File: src/rtl/game_pkg.sv
// rtl/game_pkg.sv - shared constants for the BCD up/down counter display
// Purpose : digit count and active-low 7-segment lookup for the game block.
//           Segment patterns are in g..a bit order; a 0 bit lights the segment.
// Ports   : none (package).
package game_pkg;

   localparam int NUM_DIGITS = 4;

   localparam logic [6:0] SEG_0     = 7'b1000000;
   localparam logic [6:0] SEG_1     = 7'b1111001;
   localparam logic [6:0] SEG_2     = 7'b0100100;
   localparam logic [6:0] SEG_3     = 7'b0110000;
   localparam logic [6:0] SEG_4     = 7'b0011001;
   localparam logic [6:0] SEG_5     = 7'b0010010;
   localparam logic [6:0] SEG_6     = 7'b0000010;
   localparam logic [6:0] SEG_7     = 7'b1111000;
   localparam logic [6:0] SEG_8     = 7'b0000000;
   localparam logic [6:0] SEG_9     = 7'b0010000;
   localparam logic [6:0] SEG_BLANK = 7'b1111111;

   // Non-BCD codes cannot occur in the counter; they blank the digit.
   function automatic logic [6:0] bcdToSeg(input logic [3:0] digit);
      case (digit)
         4'd0:    bcdToSeg = SEG_0;
         4'd1:    bcdToSeg = SEG_1;
         4'd2:    bcdToSeg = SEG_2;
         4'd3:    bcdToSeg = SEG_3;
         4'd4:    bcdToSeg = SEG_4;
         4'd5:    bcdToSeg = SEG_5;
         4'd6:    bcdToSeg = SEG_6;
         4'd7:    bcdToSeg = SEG_7;
         4'd8:    bcdToSeg = SEG_8;
         4'd9:    bcdToSeg = SEG_9;
         default: bcdToSeg = SEG_BLANK;
      endcase
   endfunction

endpackage

File: src/rtl/game_debounce.sv
// rtl/game_debounce.sv - pushbutton synchronizer, debouncer and press detector
// Purpose : brings a raw button into the clock domain through two flops, then
//           only accepts a new level after DEBOUNCE_CYCLES consecutive samples
//           that disagree with the current debounced level.
// Ports   : clk   - system clock
//           rst   - asynchronous active-high reset
//           btn   - raw pushbutton, asynchronous to clk
//           press - one-cycle pulse when the debounced level rises
module game_debounce #(
   parameter int DEBOUNCE_CYCLES = 1000000
) (
   input  logic clk,
   input  logic rst,
   input  logic btn,
   output logic press
);

   localparam int CNT_W = $clog2(DEBOUNCE_CYCLES + 1);
   localparam logic [CNT_W-1:0] LAST_COUNT = CNT_W'(DEBOUNCE_CYCLES - 1);

   logic [1:0]       syncFf;
   logic             level;
   logic [CNT_W-1:0] stableCnt;

   // stableCnt counts consecutive samples differing from level; any sample
   // matching level restarts the count, so bounce never reaches LAST_COUNT.
   always_ff @(posedge clk or posedge rst) begin
      if (rst) begin
         syncFf    <= 2'b00;
         level     <= 1'b0;
         stableCnt <= '0;
         press     <= 1'b0;
      end else begin
         syncFf <= {syncFf[0], btn};
         press  <= 1'b0;
         if (syncFf[1] == level) begin
            stableCnt <= '0;
         end else if (stableCnt == LAST_COUNT) begin
            level     <= syncFf[1];
            stableCnt <= '0;
            press     <= syncFf[1];
         end else begin
            stableCnt <= stableCnt + CNT_W'(1);
         end
      end
   end

endmodule

File: src/rtl/game.sv
// rtl/game.sv - 4-digit BCD up/down counter on a multiplexed 7-segment display
// Purpose : counts debounced up/down presses in decimal (0000..9999, wrapping)
//           and scans the four digits onto a common-anode display.
// Ports   : Clk100Mhz - system clock
//           btnS      - asynchronous active-high reset
//           btnU/btnD - raw up/down pushbuttons
//           seg       - active-low segments {dp, g..a}
//           an        - active-low digit enables, an[0] = units digit
module game
   import game_pkg::*;
#(
   parameter int DEBOUNCE_CYCLES = 1000000,
   parameter int REFRESH_BITS    = 17
) (
   input  logic       Clk100Mhz,
   input  logic       btnS,
   input  logic       btnU,
   input  logic       btnD,
   output logic [7:0] seg,
   output logic [3:0] an
);

   logic                             upPress;
   logic                             downPress;
   logic [NUM_DIGITS-1:0][3:0]       bcd;
   logic [NUM_DIGITS-1:0][3:0]       nextBcd;
   logic                             carry;
   logic [REFRESH_BITS-1:0]          refresh;
   logic [1:0]                       digitSel;

   game_debounce #(.DEBOUNCE_CYCLES(DEBOUNCE_CYCLES)) upDebounce (
      .clk   (Clk100Mhz),
      .rst   (btnS),
      .btn   (btnU),
      .press (upPress)
   );

   game_debounce #(.DEBOUNCE_CYCLES(DEBOUNCE_CYCLES)) downDebounce (
      .clk   (Clk100Mhz),
      .rst   (btnS),
      .btn   (btnD),
      .press (downPress)
   );

   // Ripple the decimal carry/borrow from the units digit upward; a digit
   // only changes while a carry is still pending. Simultaneous presses cancel.
   always_comb begin
      nextBcd = bcd;
      carry   = 1'b0;
      if (upPress && !downPress) begin
         carry = 1'b1;
         for (int i = 0; i < NUM_DIGITS; i++) begin
            if (carry) begin
               if (bcd[i] == 4'd9) begin
                  nextBcd[i] = 4'd0;
               end else begin
                  nextBcd[i] = bcd[i] + 4'd1;
                  carry      = 1'b0;
               end
            end
         end
      end else if (downPress && !upPress) begin
         carry = 1'b1;
         for (int i = 0; i < NUM_DIGITS; i++) begin
            if (carry) begin
               if (bcd[i] == 4'd0) begin
                  nextBcd[i] = 4'd9;
               end else begin
                  nextBcd[i] = bcd[i] - 4'd1;
                  carry      = 1'b0;
               end
            end
         end
      end
   end

   assign digitSel = refresh[REFRESH_BITS-1 -: 2];

   always_ff @(posedge Clk100Mhz or posedge btnS) begin
      if (btnS) begin
         bcd     <= '0;
         refresh <= '0;
         an      <= 4'b1110;
         seg     <= {1'b1, SEG_0};
      end else begin
         bcd     <= nextBcd;
         refresh <= refresh + REFRESH_BITS'(1);
         // Registered so the enable and pattern switch on the same edge.
         an      <= ~(4'b0001 << digitSel);
         seg     <= {1'b1, bcdToSeg(bcd[digitSel])};
      end
   end

endmodule

File: config.mk
export PLATFORM = sky130hd
export DESIGN_NAME = game
export DESIGN_NICKNAME = d
export VERILOG_FILES = /design/src/rtl/game_pkg.sv /design/src/rtl/game_debounce.sv /design/src/rtl/game.sv
export SDC_FILE = /design/constraint.sdc
export NUM_CORES = 1
export LEC_CHECK = 0
export BUFFER_PORTS_ARGS = -buffer_cell sky130_fd_sc_hd__buf_2
export CAP_MARGIN = 15
export CORE_ASPECT_RATIO = 1.2
export CORE_MARGIN = 3
export CORE_UTILIZATION = 55
export DETAILED_ROUTE_END_ITERATION = 10
export PLACE_DENSITY = 0.7
export REMOVE_ABC_BUFFERS = 1
export SLEW_MARGIN = 5
export SYNTH_ARGS = -nofsm -noshare
export SYNTH_HDL_FRONTEND = slang
export SYNTH_HIERARCHICAL = 1
export SYNTH_SLANG_ARGS = --single-unit
File: constraint.sdc
create_clock -name Clk100Mhz -period 4.2 [get_ports Clk100Mhz]
set_input_delay 0.42 -clock Clk100Mhz [delete_from_list [all_inputs] [get_ports Clk100Mhz]]
set_output_delay 0.42 -clock Clk100Mhz [all_outputs]
set_load 0.005 [all_outputs]
Yosys cells after proc, flatten, opt, wreduce, memory -nomap -nowiden

Memories as Yosys holds them, arrays and structs flattened. A register that Yosys moved wholly into a read port is not among the register bits.
Index checks and enable logic that the tools add are counted.
W data, S select, Z words.

Muxes and demuxes: 45
Shifts and indexed selects: 1
Add/sub/neg operators: 11
Magnitude comparators: 1
Bitwise operators: 3
Reduce and logical (&&, ||, !) cells: 17
Eq/ne operators: 11

Operators with widths:

| operator                | number |
|---|---|
| $mux W20                | 4 |
| $mux W4                 | 15 |
| $add A20 B1 Y20 const B | 2 |
| $eq A20 B20 Y1 const B  | 2 |
| $mux W16                | 2 |
| $mux W1                 | 23 |
| $add A17 B1 Y17 const B | 1 |
| $add A4 B1 Y4 const B   | 4 |
| $eq A4 B4 Y1 const B    | 4 |
| $logic_not A4 Y1        | 4 |
| $sub A4 B1 Y4 const B   | 4 |
| $reduce_and A3 Y1       | 3 |
| $bmux W4 S2             | 1 |
| $reduce_bool A2 Y1      | 4 |
| $ne A2 B1 Y1 const B    | 3 |
| $not A4 Y4              | 1 |
| $reduce_and A2 Y1       | 2 |
| $shl A1 B2 Y4 const A   | 1 |
| $lt A2 B3 Y1 const B    | 1 |
| $eq A1 B1 Y1            | 2 |
| $logic_and A1 B1 Y1     | 2 |
| $logic_not A1 Y1        | 2 |
| $not A1 Y1              | 2 |

Memories kept: 1
Output and inout bits: 12
Bits of input ports: 4
Flip-flop bits (word level): 85
Bits in read-only memories: 112
Word-level logic and storage cells: 104

Memory list:

| memory           | words | width | rd ports | clocked after memory_dff | wr ports | line           | source |
|---|---|---|---|---|---|---|---|
| (name not given) | 16    | 7     | 1        | 1                        | 0        | game_pkg.sv:23 | `case (digit)` |

Longest topological paths before layout

Gate-level depths: netlist of the first run.

Depth in word-level cells: 13
Mapped depth: 9
Gate-level depth less buffers: 6

By module

The synthesis of the first run kept the hierarchy.

Modules (own cells, without submodules):

| module        | sequential area each (um^2) | times used | cells each | area each (um^2) |
|---|---|---|---|---|
| game          | 1106.1                      | 1          | 272        | 2631.3 |
| game_debounce | 600.6                       | 2          | 108        | 1188.6 |

Least setup slack after synthesis of the first run

Ideal clock, no wire load.

Kind: register to register
From: reg upDebounce.press
To: reg bcd[13] (netlist name)
Cell stages (with the launch flop): 8
Clock period less this slack: 2394 ps
Path slack: 1806 ps
Buffers on the path: 2
Required time: 4105 ps
Arrival: 2298 ps
Library setup time: 95 ps
Path through: dfrtp_1 ha_1 clkbuf_1 or3_1 a2111o_1 buf_6 or3_4 o31ai_1

Word-level cells in the longest chain between the ends: 4
Elaborated cells between the ends (all ways): 8
Classes of those cells: eq/ne: 1; mux: 1; reduce/logical: 6

RTL lines:

| item                         | line                | source |
|---|---|---|
| start: declaration           | game_debounce.sv:15 | `output logic press` |
| start signal: assignment     | game_debounce.sv:41 | `press <= syncFf[1];` |
| $logic_not A1 Y1             | game.sv:62          | `end else if (downPress && !upPress) begin` |
| $logic_and A1 B1 Y1          | game.sv:62          |  |
| $reduce_bool A2 Y1 (no line) | -                   |  |
| $reduce_and A3 Y1 (no line)  | -                   |  |
| end signal: assignment       | game.sv:86          | `bcd <= nextBcd;` |
| end: declaration             | game.sv:25          | `logic [NUM_DIGITS-1:0][3:0] bcd;` |

Several ways; a longest one is shown, not always the timed one.
A chain may end at the register's enable or synchronous reset.

Worst setup path in the final report of the first run

From: reg upDebounce.press
To: reg bcd[14] (netlist name)

Same word-level chain as after synthesis.

==> results.md, run 1 <==
* CTS H-tree lvls at 3
* Slew @ Worst Pin at 0.9512 ns
* I/O pins at 16
* DPL Wire Length at approximately 6.3 mm
* Setup TNS at 0 ns
* RSZ-0062 raised after global routing: no
* CP endpoint kind: flip-flop
* Die area at 0.01029 mm^2
* Routed WL at just over 9 mm
* Mapped Cells at 488
* TritonCTS Buffers at 9
* Commonest cells after routing, fill and taps aside: dfrtp_1, nor2_1, xnor2_1
* YS warnings at 6
* Postcts setup bufs at 0
* Die Span X at slightly above 90 um
* Reg2reg start: upDebounce/press
* Most used DFF post-synth: dfrtp_1
* First-pass GRT wire length at 16.29 mm
* Syn_area_per_cell at 10.26 um^2
* Maximum clock frequency at 374.1 MHz
* CORE AREA at between 0.008 and 0.009 mm^2
* Crit-path max FO at 18
* Area leader, netlist: dfrtp_1
* Cells along the critical path: ha_1 -> or3_4 -> a2111o_1 -> o41a_1 -> a221o_1
* Post-synth EDFFs at 0
* Slew headroom at 0.3637
* Register area share after synthesis at 0.4607
* CP top delay family: compound AO/OA/AOI/OAI gates
* Initial antenna violation count at 0
* Final Max Tran Viols at 0
* Post-layout min period at 2.673 ns
* Hold buffer count at CTS at 0
* Min-Delay Path Class: input pin to flip-flop
* Initial Utilization at 0.5755
* Diodes inserted at 0
* Clock Latency Late Sink at 0.36 ns
* Vias in the first global route at between 3000 and 4000
* Via total after detailed routing at 3583
* Worst endpoint data arrival time at 2.92 ns
* Library cells used by synthesis at 65
* Layout cells sized above 1 at 0.1327
* Power per standard cell area at 295.9 mW/mm^2
* Worst Path Buf+Inv at 0
* Hold Worst Slack at between 0.15 and 0.2 ns
* Reg2Reg Capture Point: bcd[14]
* Top-area cell type share of the netlist area at 0.4397
* Synth area leaders: dfrtp_1, xnor2_1, xor2_1, nor2_1, ha_1
* WHS Endpoint: downDebounce/syncFf[0]
* Power Total at 1.573 mW
* Drt drc at 0
* Max_cap viols at 0
* Post-route ant nets at 0
* Req. time, crit path at 4.45 ns
* Cell area after layout at 0.005318 mm^2
* Chip Height at 110.5 um
* Port bufs at 14
* # clock sinks at 92
* Root Buffer: clkbuf_8
* CTS clk-pin slew, worst paths at 0.09 ns
* # rows at 37
* Synth Cell Area at 0.005009 mm^2
* Initial drt markers at 173
* VDD IR-drop max at approximately 0.00014 V
* Post_cts resized at 0
* Static Leak at 2.204 nW
* Tcrit/Tclk final at 0.6365
* Status: completed
* CP Launch Type: flip-flop
* First-pass DRT Iterations at 4
* Clock skew at 0.01010 ns
* TritonCTS clock tree: yes
* Congestion Overflow GR at 0
* Vias per cell at 5.903
* Commonest non-fill, non-tap cell in the layout: dfrtp_1
* Slowest CP cell: a2111o_1
* CTS Buffer Depth at 2
* Hold Vio Cnt, Final at 0
* WHS Path Cells at 1
* Wire per inst at 15.23 um
* Area after DPL at 0.005105 mm^2
* Layout Nets at between 400 and 500
* GRT Overall Usage at 0.1939
* Synth async-reset ratio at 1.000
* Hold Crit Start: btnD
* Setup CP Type: flip-flop to flip-flop
* Worst path depth at 5
* Final Wtd Congestion at 0.7820
* Register bit count reported by yosys at between 90 and 100
* Crit path largest cell delay at 0.60 ns
* Setup slack, reg-to-reg at 1.53 ns
* Largest net degree at the start of global routing at 45
* R2R cell count at 5
* Final setup viols at 0
* Area Growth Syn to Fin at 6.170%
worst reg2reg max path, stage by stage (launching register included):
cell and delay (ns):
dfrtp_1 0.38, ha_1 0.43, or3_4 0.44, a2111o_1 0.60, o41a_1 0.47, a221o_1 0.26
through the flow:
stage          setup WS (ns)  instances  utilization
4_1_cts                1.530        607       0.6110
2_1_floorplan          1.502        459            -
5_1_grt                1.389        607       0.6110
6_report               1.527        607       0.6110
3_3_place_gp           1.578        592       0.5865
3_5_place_dp           1.547        592       0.5865
logic make-up (layout without fill, tap and decap cells):
kind of cell             after synthesis  after routing  synth area share
AND/OR/NAND/NOR                      194            194            0.2266
flip-flops                            92             92            0.4607
AO/OA/AOI/OAI                         81             81            0.1232
XOR/XNOR                              52             52           0.09093
buffers and inverters                 48             50           0.04122
multiplexers                          11             11           0.03423
adder cells (fa/ha/maj)                9              9           0.02248
other                                  1              1         0.0007487
cells in the mapped netlist (3+ instances only):
cell and n:
o21ai_0 14, nor4_2 4, nand3_1 22, and3_1 9, mux4_2 4, inv_1 19, o41ai_1 3, or4_1 7
nor2_1 44, xnor2_1 31, o41a_1 4, nor3_1 11, o31ai_1 13, nand4_2 4, ha_1 9, nand3_2 4
clkbuf_1 24, nand2_1 29, nor4_1 5, nor2b_1 4, a31oi_1 3, buf_4 3, a221o_1 4, nand4_1 9
and4_1 5, o21a_1 4, or3_4 4, dfrtp_1 88, nand2b_1 10, a21oi_1 18, or3_1 6, dfstp_2 4
xor2_1 21, mux2i_1 4
report_power, final:
part	switching [mW]	internal [mW]	leakage [nW]
Sequential	0.00597	0.892	1.24
Clock	0.306	0.333	0.102
Combinational	0.0277	0.00891	0.859
area by class of cell:
| type | instances | area (um^2) |
|---|---|---|
| multi-input cells | 348 | 2495 |
| flip-flops and latches | 92 | 2307 |
| clock inverters | 6 | 88.84 |
| repair buffers | 16 | 85.08 |
| fillers | 753 | 3386 |
| well taps | 117 | 146.4 |
| inverters | 19 | 71.32 |
| clock buffers | 9 | 123.9 |
per-layer routing:
metal  vias to the layer above  part of all wire  GRT usage
met4                         0             0.020    0.08602
li1                       1744                 -          -
met1                      1772              0.46     0.2645
met5                         -                 0          0
met3                        17             0.028    0.02725
met2                        50              0.49     0.3066
how the worst max path moves through the flow:
stage / end / from
after floorplan: bcd[15] / downDebounce/press
after global placement: bcd[14] / upDebounce/press
after detailed placement: bcd[15] / upDebounce/press
after CTS: bcd[15] / upDebounce/press
after global routing: bcd[15] / downDebounce/press
final: bcd[14] / upDebounce/press
state kept, by name, indices dropped and copies added (netlist names):
register                flops
downDebounce/syncFf         2
downDebounce/stableCnt     20
an                          4
upDebounce/stableCnt       20
refresh                    17
bcd                        16
upDebounce/press            1
downDebounce/level          1
seg                         7
downDebounce/press          1
upDebounce/syncFf           2
upDebounce/level            1
Power figures use the tool's default switching activity.
==> inputs of run 2 (changes only) <==
==> constraint.sdc (replaced) <==
create_clock -name Clk100Mhz -period 2.75 [get_ports Clk100Mhz]
set_input_delay 0.275 -clock Clk100Mhz [delete_from_list [all_inputs] [get_ports Clk100Mhz]]
set_output_delay 0.275 -clock Clk100Mhz [all_outputs]
set_load 0.005 [all_outputs]
==> results.md, run 2 (synthesis results as in run 1) <==
* TritonCTS clock tree: yes
* CP endpoint kind: flip-flop
* Maximum clock frequency at 402.3 MHz
* Crit path launch: downDebounce/press
* Area Growth Syn to Fin at 6.395%
* Initial Utilization at 0.5755
* Post-layout min period at 2.486 ns
* Slowest CP cell: a2111o_1
* Status: completed
* Vias per cell at just under 6
* Max_cap viols at 0
* Largest net degree at the start of global routing at 45
* Cells along the critical path: inv_1 -> ha_1 -> buf_4 -> nand3_1 -> a2111o_1 -> o41a_1 -> a221o_1
* Final Wtd Congestion at around 0.8
* Crit-path max FO at 20
* Total internal power at 1.705 mW
* Reg2reg start: downDebounce/press
* Postcts setup bufs at 0
* Commonest cells after routing, fill and taps aside: dfrtp_1, nor2_1, xnor2_1
* Reg power frac at 0.612
* R2R cell count at 7
* Worst endpoint data arrival time at 2.73 ns
* Fill cells at 770
* # clock sinks at 92
* Post_cts resized at 0
* Setup TNS at 0 ns
* Port bufs at 14
* Chip Height at around 110 um
* CP Capture Point: bcd[14]
* Layout cells sized above 1 at 0.1426
* I/O pins at 16
* Crit path largest cell delay at roughly 0.57 ns
* Commonest non-fill, non-tap cell in the layout: dfrtp_1
* DPL Wire Length at 6.604 mm
* Tcrit/Tclk final at 0.9039
* GRT Overall Usage at 0.2010
* Vias in the first global route at approximately 3600
* Post-route ant nets at 0
* First-pass GRT wire length at 17.12 mm
* Clock skew at about 0.013 ns
* # rows at 37
* Gate power share at 0.027
* Hold Vio Cnt, Final at 0
* Req. time, crit path at 3.00 ns
* VDD IR-drop max at 0.0002566 V
* Layout Nets at 506
* CTS H-tree lvls at 3
* Clk pwr share at 0.362
* Switching power at 0.5364 mW
* Drt drc at 0
* Die area at 0.01029 mm^2
* Setup CP Type: flip-flop to flip-flop
* Final Max Tran Viols at 0
* Reg2Reg Capture Point: bcd[14]
* RSZ-0062 raised after global routing: no
* Static Leak at 2.215 nW
* FF+latch area at 0.002307 mm^2
* Initial drt markers at 141
* Wire per inst at ~15 um
* Initial antenna violation count at 0
* Min-Delay Path Class: input pin to flip-flop
* Diodes inserted at 0
* CP Launch Type: flip-flop
* First-pass DRT Iterations at 4
* Area of the multi-input gates at 0.002495 mm^2
* Power per standard cell area at 420.7 mW/mm^2
* Slew @ Worst Pin at about 0.9 ns
* CTS Buffer Depth at 2
* Slew headroom at 0.3980
* Setup slack, reg-to-reg at roughly 0.26 ns
* Congestion Overflow GR at 0
* CORE AREA at approximately 0.0087 mm^2
* Top flop regs: downDebounce/stableCnt x20, upDebounce/stableCnt x20, refresh x17
* Die Span X at 93.12 um
* Clock Latency Late Sink at between 0.3 and 0.4 ns
* TritonCTS Buffers at 9
* Via total after detailed routing at roughly 3600
* Routed WL at ~9.5 mm
* CTS clk-pin slew, worst paths at roughly 0.09 ns
* Power Total at 2.242 mW
* Final setup viols at 0
* Switch share at 0.2393
* Root Buffer: clkbuf_8
## run 2: changes by cell type in the layout (fill, tap and decap cells not counted)
cell,previous run,this run
buf_4,2,8
bufinv_16,2,0
clkbuf_1,0,1
clkinv_2,1,2
clkinv_4,0,1
clkinvlp_4,2,3
dlygate4sd3_1,0,1
inv_6,1,0
## run 2: power by group through the flow
stage               Sequential [mW]  Combinational (mW)  Clock [mW]
detailed placement             1.40              0.0604           0
global placement               1.40              0.0598           0
global route                   1.37              0.0687       0.903
CTS                            1.37              0.0623       0.838
finish                         1.37              0.0595       0.811
floorplan                      1.40              0.0415           0
## run 2: layer usage
| layer | global-route usage | routed length (um) | vias to the layer above |
|---|---|---|---|
| met5 | 0 | 0 | - |
| met4 | 0.04985 | 63 | 0 |
| met3 | 0.04564 | 194 | 4 |
| met2 | 0.3306 | 4851 | 34 |
| met1 | 0.2689 | 4388 | 1810 |
| li1 | - | - | 1762 |
## run 2: area by class of cell
type                       instances  area share
clock buffer                      10     0.02395
clock inverter                     6    0.007748
tap                              117     0.02747
sequential                        92      0.4330
multi-input combinational        348      0.4682
timing repair buffer              23     0.02630
inverter                          19     0.01338
## run 2: per-stage QoR
stage            util  setup slack, ns  area, um^2  hold WS (ns)  std cells
3_3_place_gp   0.5917           0.3314        5150        0.3346        598
2_1_floorplan       -          0.05200        4873        0.2896        459
4_1_cts        0.6123           0.2669        5329       0.01388        615
6_report       0.6123           0.2643        5329       0.03052        615
5_1_grt        0.6123           0.1417        5329       0.01100        615
3_5_place_dp   0.5917           0.2879        5150        0.3669        598
## run 2: repair_timing
action                                 CTS  global route
endpoints found under the hold margin    1             0
hold buffers                             1             0
setup endpoints to repair                0             0
## run 2: worst min-delay path by stage
stage | startpoint | to | slack, ns | cells after the start
final | btnU | upDebounce/syncFf[0] | 0.03 | 1
after global routing | btnU | upDebounce/syncFf[0] | 0.01 | 1
after CTS | btnU | upDebounce/syncFf[0] | 0.01 | 1
after detailed placement | downDebounce/syncFf[0] | downDebounce/syncFf[1] | 0.37 | 0
after global placement | downDebounce/syncFf[0] | downDebounce/syncFf[1] | 0.33 | 0
after floorplan | btnS | downDebounce/level | 0.29 | 1
## run 2: worst max-delay path: cells and delay by family (launching register included)
family	cells	cell delay (ns)
flops	1	0.37
compound gates	3	1.29
simple gates	1	0.18
buf+inv	2	0.32
fa+ha+maj	1	0.21
